`src/rtl/sipo_deser.sv`:
```
// Serial-to-parallel deserializer with configurable width and bit order, frame restart,
// a registered output word behind a valid/ready handshake, and a sticky overrun flag.
module sipo_deser #(
    parameter  int WIDTH     = 8,
    parameter  bit MSB_FIRST = 1'b0,
    localparam int CNT_W     = $clog2(WIDTH)
) (
    input  logic             clk,
    input  logic             clr,
    input  logic             in,
    input  logic             in_valid,
    input  logic             frame_start,
    input  logic             out_ready,
    input  logic             overrun_clr,
    output logic [WIDTH-1:0] parallel_out,
    output logic [CNT_W-1:0] bit_cnt,
    output logic [WIDTH-1:0] out_data,
    output logic             out_valid,
    output logic             overrun
);

    // Output handshake: out_valid/out_data form a valid/ready source. A word transfers on
    // any rising edge where out_valid=1 and out_ready=1; while out_valid=1 and out_ready=0,
    // out_data is frozen. The serial side is never stalled: a word completing while the
    // held word is still unaccepted is dropped and flagged in overrun.

    logic [WIDTH-1:0] shift_q, shift_d;
    logic [CNT_W-1:0] cnt_q, cnt_d;
    logic [WIDTH-1:0] data_q, data_d;
    logic             valid_q, valid_d;
    logic             ovr_q, ovr_d;
    logic             word_done;

    always_comb begin
        shift_d   = shift_q;
        cnt_d     = cnt_q;
        word_done = 1'b0;
        if (in_valid) begin
            if (frame_start) begin
                // New frame: only the fresh bit survives, placed where a first bit lands.
                shift_d = MSB_FIRST ? {{(WIDTH-1){1'b0}}, in} : {in, {(WIDTH-1){1'b0}}};
                cnt_d   = CNT_W'(1);
            end else begin
                shift_d = MSB_FIRST ? {shift_q[WIDTH-2:0], in} : {in, shift_q[WIDTH-1:1]};
                if (cnt_q == CNT_W'(WIDTH-1)) begin
                    cnt_d     = '0;
                    word_done = 1'b1;
                end else begin
                    cnt_d = cnt_q + CNT_W'(1);
                end
            end
        end
    end

    always_comb begin
        data_d  = data_q;
        valid_d = valid_q;
        ovr_d   = ovr_q & ~overrun_clr;
        if (valid_q && out_ready) begin
            valid_d = 1'b0;
        end
        // The completed word includes the bit arriving on this edge, hence shift_d.
        if (word_done) begin
            if (!valid_q || out_ready) begin
                data_d  = shift_d;
                valid_d = 1'b1;
            end else begin
                ovr_d = 1'b1;
            end
        end
    end

    always_ff @(posedge clk or posedge clr) begin
        if (clr) begin
            shift_q <= '0;
            cnt_q   <= '0;
            data_q  <= '0;
            valid_q <= 1'b0;
            ovr_q   <= 1'b0;
        end else begin
            shift_q <= shift_d;
            cnt_q   <= cnt_d;
            data_q  <= data_d;
            valid_q <= valid_d;
            ovr_q   <= ovr_d;
        end
    end

    assign parallel_out = shift_q;
    assign bit_cnt      = cnt_q;
    assign out_data     = data_q;
    assign out_valid    = valid_q;
    assign overrun      = ovr_q;

endmodule
```
`config.mk`:
```
export PLATFORM = sky130hd
export DESIGN_NAME = sipo_deser
export DESIGN_NICKNAME = d
export VERILOG_FILES = /design/src/rtl/sipo_deser.sv
export SDC_FILE = /design/constraint.sdc
export NUM_CORES = 1
export LEC_CHECK = 0
export CORE_MARGIN = 4
export CORE_UTILIZATION = 39
export CTS_CLUSTER_SIZE = 30
export DETAILED_ROUTE_END_ITERATION = 10
export MAX_ROUTING_LAYER = met4
export PLACE_DENSITY = 0.7
export SETUP_SLACK_MARGIN = 0.2
export SYNTH_ARGS = -nofsm -noshare
export SYNTH_HDL_FRONTEND = slang
export SYNTH_SLANG_ARGS = --single-unit
```
`constraint.sdc`:
```
create_clock -name clk -period 4.8 [get_ports clk]
set_clock_uncertainty 0.15 [all_clocks]
set_input_delay 0.48 -clock clk [delete_from_list [all_inputs] [get_ports clk]]
set_output_delay 0.48 -clock clk [all_outputs]
set_load 0.05 [all_outputs]
```
Word level (Yosys, flattened, before mapping)
Cells that the tools add are included.

word-level totals
  memories kept = 0
  flip-flop bits (word level) = 21
  output and inout port bits = 21
  bits in read-only memories = 0
  word-level logic and storage cells = 25
  bits in writable memories = 0
  bits of input ports = 7
  bits in latches = 0

cells by class
  equality and inequality tests = 1
  divide/modulo/power cells = 0
  $mul = 0
  $lt $le $gt $ge = 0
  bitwise logic cells = 2
  add/subtract/negate cells = 1
  shifts and indexed selects = 0
  muxes and demuxes = 12
  reduce and logical (&&, ||, !) cells = 4

operators by type and width
  kind                 count
  $mux 1               8
  $mux 8               1
  $mux 7               1
  $mux 3               2
  $add 3x1->3 const B  1
  $eq 3x3->1 const B   1
  $reduce_and 2->1     1
  $and 1x1->1          1
  $logic_and 1x1->1    1
  $logic_not 1->1      1
  $logic_or 1x1->1     1
  $not 1->1            1

Longest topological paths before layout
  depth after elaboration = 5
  depth in mapped cells = 5
  gate-level depth less buffers = 5

Worst setup path before layout
OpenSTA, ideal clock, no wires.

  path type = register to register
  start = reg cnt_q[0], in the netlist bit_cnt[0]
  end = reg data_q[0], in the netlist out_data[0]
  required time = 4.525 ns
  setup slack = 2.898 ns
  stages on the path, launching flop included = 6
  path buffers = 1
  data arrival time = 1.627 ns
  setup time = 0.125 ns
  clock period less this slack = 1.902 ns
  cell sequence = dfrtp_1 ha_1 ha_1 and3_1 buf_6 mux2_4

between the ends
  word-level cells in the longest chain between the ends = 5

RTL lines
  item                               line  source
  from (decl)                        28    logic [CNT_W-1:0] cnt_q, cnt_d;
  from (signal assigned)             82    cnt_q <= cnt_d;
  $eq 3x3->1                         45    if (cnt_q == CNT_W'(WIDTH-1)) begin
  $mux 1                             45
  $mux 1                             39    if (frame_start) begin
  $mux 1                             38    if (in_valid) begin
  $reduce_and 2->1 (no source line)  --
  to (signal assigned)               83    data_q <= data_d;
  to (decl)                          29    logic [WIDTH-1:0] data_q, data_d;

Every way passes these cells.
A chain may end at the register's enable or synchronous reset.

Worst setup path in the final report
  start = reg cnt_q[0], in the netlist bit_cnt[0]
  end = out bit_cnt[0]

RTL lines
  item       line  source
  to (decl)  16    output logic [CNT_W-1:0] bit_cnt,

No word-level cell between the ends.

==> results.tsv <==
metric	value	unit
worst slew pin tran	0.773	ns
gate count of the mapped netlist	56	
post-synthesis cell area	851	µm²
Commonest cells post-synth	dfrtp_1, a22o_1, mux2_4, inv_1, nor2_1	
Worst Hold End	out_data[0]	
WL final	1590	µm
Internal Power	0.259	mW
unrepaired setup endpoints after global routing	no	
CTS root buf	clkbuf_4	
Fmax	457	MHz
CORE AREA	2020	µm²
startpoint types	register	
WS Path Type	register to output pin	
Adder-Cell Fraction of Synth Area	2.94	%
grt met2 use	18.7	%
Top FF cell, synth	dfrtp_1	
initial DRC count	4	
post-synthesis net count	65	
vias	531	
CTS buffer count	3	
combinational family with the most area after synthesis	multiplexers	
ys async rst share	100	%
synth top area cells	dfrtp_1, mux2_4, a22o_1	
Setup Buffers After CTS	0	
hold buffers post-CTS	0	
CP arrival	1.56	ns
pwr/cell area	330	nW/µm²
deepest clock path buffer count	2	
TNS Setup	0	ns
routability congestion estimate	0.716	
FF-to-FF setup slack	2.90	ns
Setup Viol. Count Final	0	
sequential power share	51.8	%
vias in the first global route	562	
CP endpoint kind	output pin	
Horiz. Die Dim	54.7	µm
Synth top area share	61.8	%
H-Tree Level Count	1	
initial antenna violation count	0	
die height	54.7	µm
count leader, synth	dfrtp_1	
crit-path leading delay family	buffers and inverters	
area leader, netlist	dfrtp_1	
Hold Startpoint	out_data[0]	
leakage	0.542	nW
total chip power	0.383	mW
post-synthesis register bit count	21	
share of post-route cells with drive strength above 1	16.5	%
fin crit share	45.6	%
first-pass GRT wire length	2640	µm
HPWL Detailed	1180	µm
antenna viol nets, final	0	
post-CTS sizing	0	
Req. time, crit path	4.17	ns
sequential element share of the synthesized area	61.8	%
Hold Crit Class	register to register	
pin count of the biggest net entering global routing	22	
routed wire length per instance	14.2	µm
worst ir drop on vdd	0.000195	V
Final #Nets	95	
CTS tree	built	
worst r2r src	bit_cnt[0]	
Synth Area in Simple Gates	5.29	%
Psw	0.124	mW
grt ovf	0	
worst-skew pair later-pin latency	0.29	ns
Logic pwr share	26.7	%
Area Growth Syn to Fin	36.3	%
Tot GR Track Use	13.5	%
Clock Power Share	21.5	%
proportion of synthesized area in mux cells	15.4	%
die area	2990	µm²
Clk pin slew, worst setup/hold paths	0.11	ns
outcome	complete, no violations	
vias per cell	4.74	
Port Buffer Count	27	
worst stage delay on the critical path	0.83	ns
CP Buf/Inv Count	1	
Cell Chain, Critical Path	clkdlybuf4s50_1	
Post-route DRC	0	
Pins Over Slew Limit	0	
number of synthesized flops with an enable pin	0	
Slowest-stage cell, CP	clkdlybuf4s50_1	
global routing usage on met1	17.7	%
xor-xnor portion of the synthesized cell area	0	%
slew margin rel.	48.4	%
worst reg2reg endpoint	out_data[3]	
final worst path period need	2.19	ns
cell row count	16	
Starting Density	42.1	%
Top Ports	28	
Synth Warn #	0	
1st-pass router iterations	3	
global routing's busiest layer	met2	
final hold vios	0	
Synth Area per Inst	15.2	µm²
Sw Share	32.4	%
worst-path maximum fanout	4	
r2r worst-path depth	4	
Netlist cell types	14	
GR Layer Usage met3	4.36	%
CTS Sinks	21	
final core area utilization	57.4	%
Worst Hold Depth	1	
MaxCap Viol Count	0	
Ant. Diodes	0	
Synth Area in Compound Gates	10.6	%
-- layer usage --
metal  routed length, µm  part of all wire [%]
met1                 734                    46
met2                 723                    45
met3                 107                   6.7
met4                  26                   1.6
met5                   0                     0
-- final cells by class --
| type | instances | area [µm²] |
|---|---|---|
| clock buffer | 3 | 22.5 |
| clock inverter | 1 | 5.00 |
| timing repair buffer | 27 | 270 |
| tap | 27 | 33.8 |
| sequential | 21 | 526 |
| fill | 178 | 862 |
| multi-input combinational | 30 | 292 |
| inverter | 3 | 11.3 |
-- per-stage QoR --
step | hold slack [ns] | std cells | worst slack [ns] | area (µm²)
2_1_floorplan | 0.307 | 56 | 2.90 | 851
4_1_cts | 0.382 | 112 | 2.60 | 1160
6_report | 0.372 | 112 | 2.61 | 1160
5_1_grt | 0.398 | 112 | 2.53 | 1160
3_3_place_gp | 0.349 | 108 | 2.34 | 1130
3_5_place_dp | 0.355 | 108 | 2.30 | 1130
-- cells by family (layout without fill, tap and decap cells) --
| logic type | count (synthesis) | after routing |
|---|---|---|
| flip-flops | 21 | 21 |
| AND/OR/NAND/NOR | 8 | 8 |
| multiplexers | 9 | 9 |
| AO/OA/AOI/OAI | 11 | 11 |
| buffers and inverters | 5 | 34 |
| adder cells (fa/ha/maj) | 2 | 2 |
-- power by group through the flow --
stage	clock [mW]	sequential [mW]	combinational [mW]
6_report	0.0822	0.199	0.102
5_1_grt	0.0960	0.201	0.109
4_1_cts	0.0855	0.199	0.104
3_5_place_dp	0	0.202	0.103
3_3_place_gp	0	0.202	0.102
2_1_floorplan	0	0.244	0.0253
-- sequential cells by signal, indices dropped and copies added, names as in the netlist --
register / count
out_data: 8
parallel_out: 8
bit_cnt: 3
out_valid: 1
overrun: 1
-- worst max-delay path by stage --
stage                from           to  slack (ns)  cells after the start
2_1_floorplan  bit_cnt[0]  out_data[0]        2.90                      5
3_3_place_gp     in_valid  out_data[3]        2.34                      4
3_5_place_dp     in_valid  out_data[3]        2.30                      4
4_1_cts        bit_cnt[0]   bit_cnt[0]        2.60                      1
5_1_grt          in_valid  out_data[5]        2.53                      4
6_report       bit_cnt[0]   bit_cnt[0]        2.61                      1
-- layout by cell type, fill, tap and decap left out --
cell / count
nand2_1: 2
clkdlybuf4s50_1: 27
o22ai_1: 1
nor2b_4: 1
mux2_4: 8
a21oi_1: 1
ha_1: 2
nor2_1: 3
mux2_2: 1
nand2b_1: 1
and3_1: 1
clkinv_2: 1
dfrtp_1: 21
a22o_1: 9
inv_1: 3
clkbuf_4: 3
(Power assumes the default switching activity.)
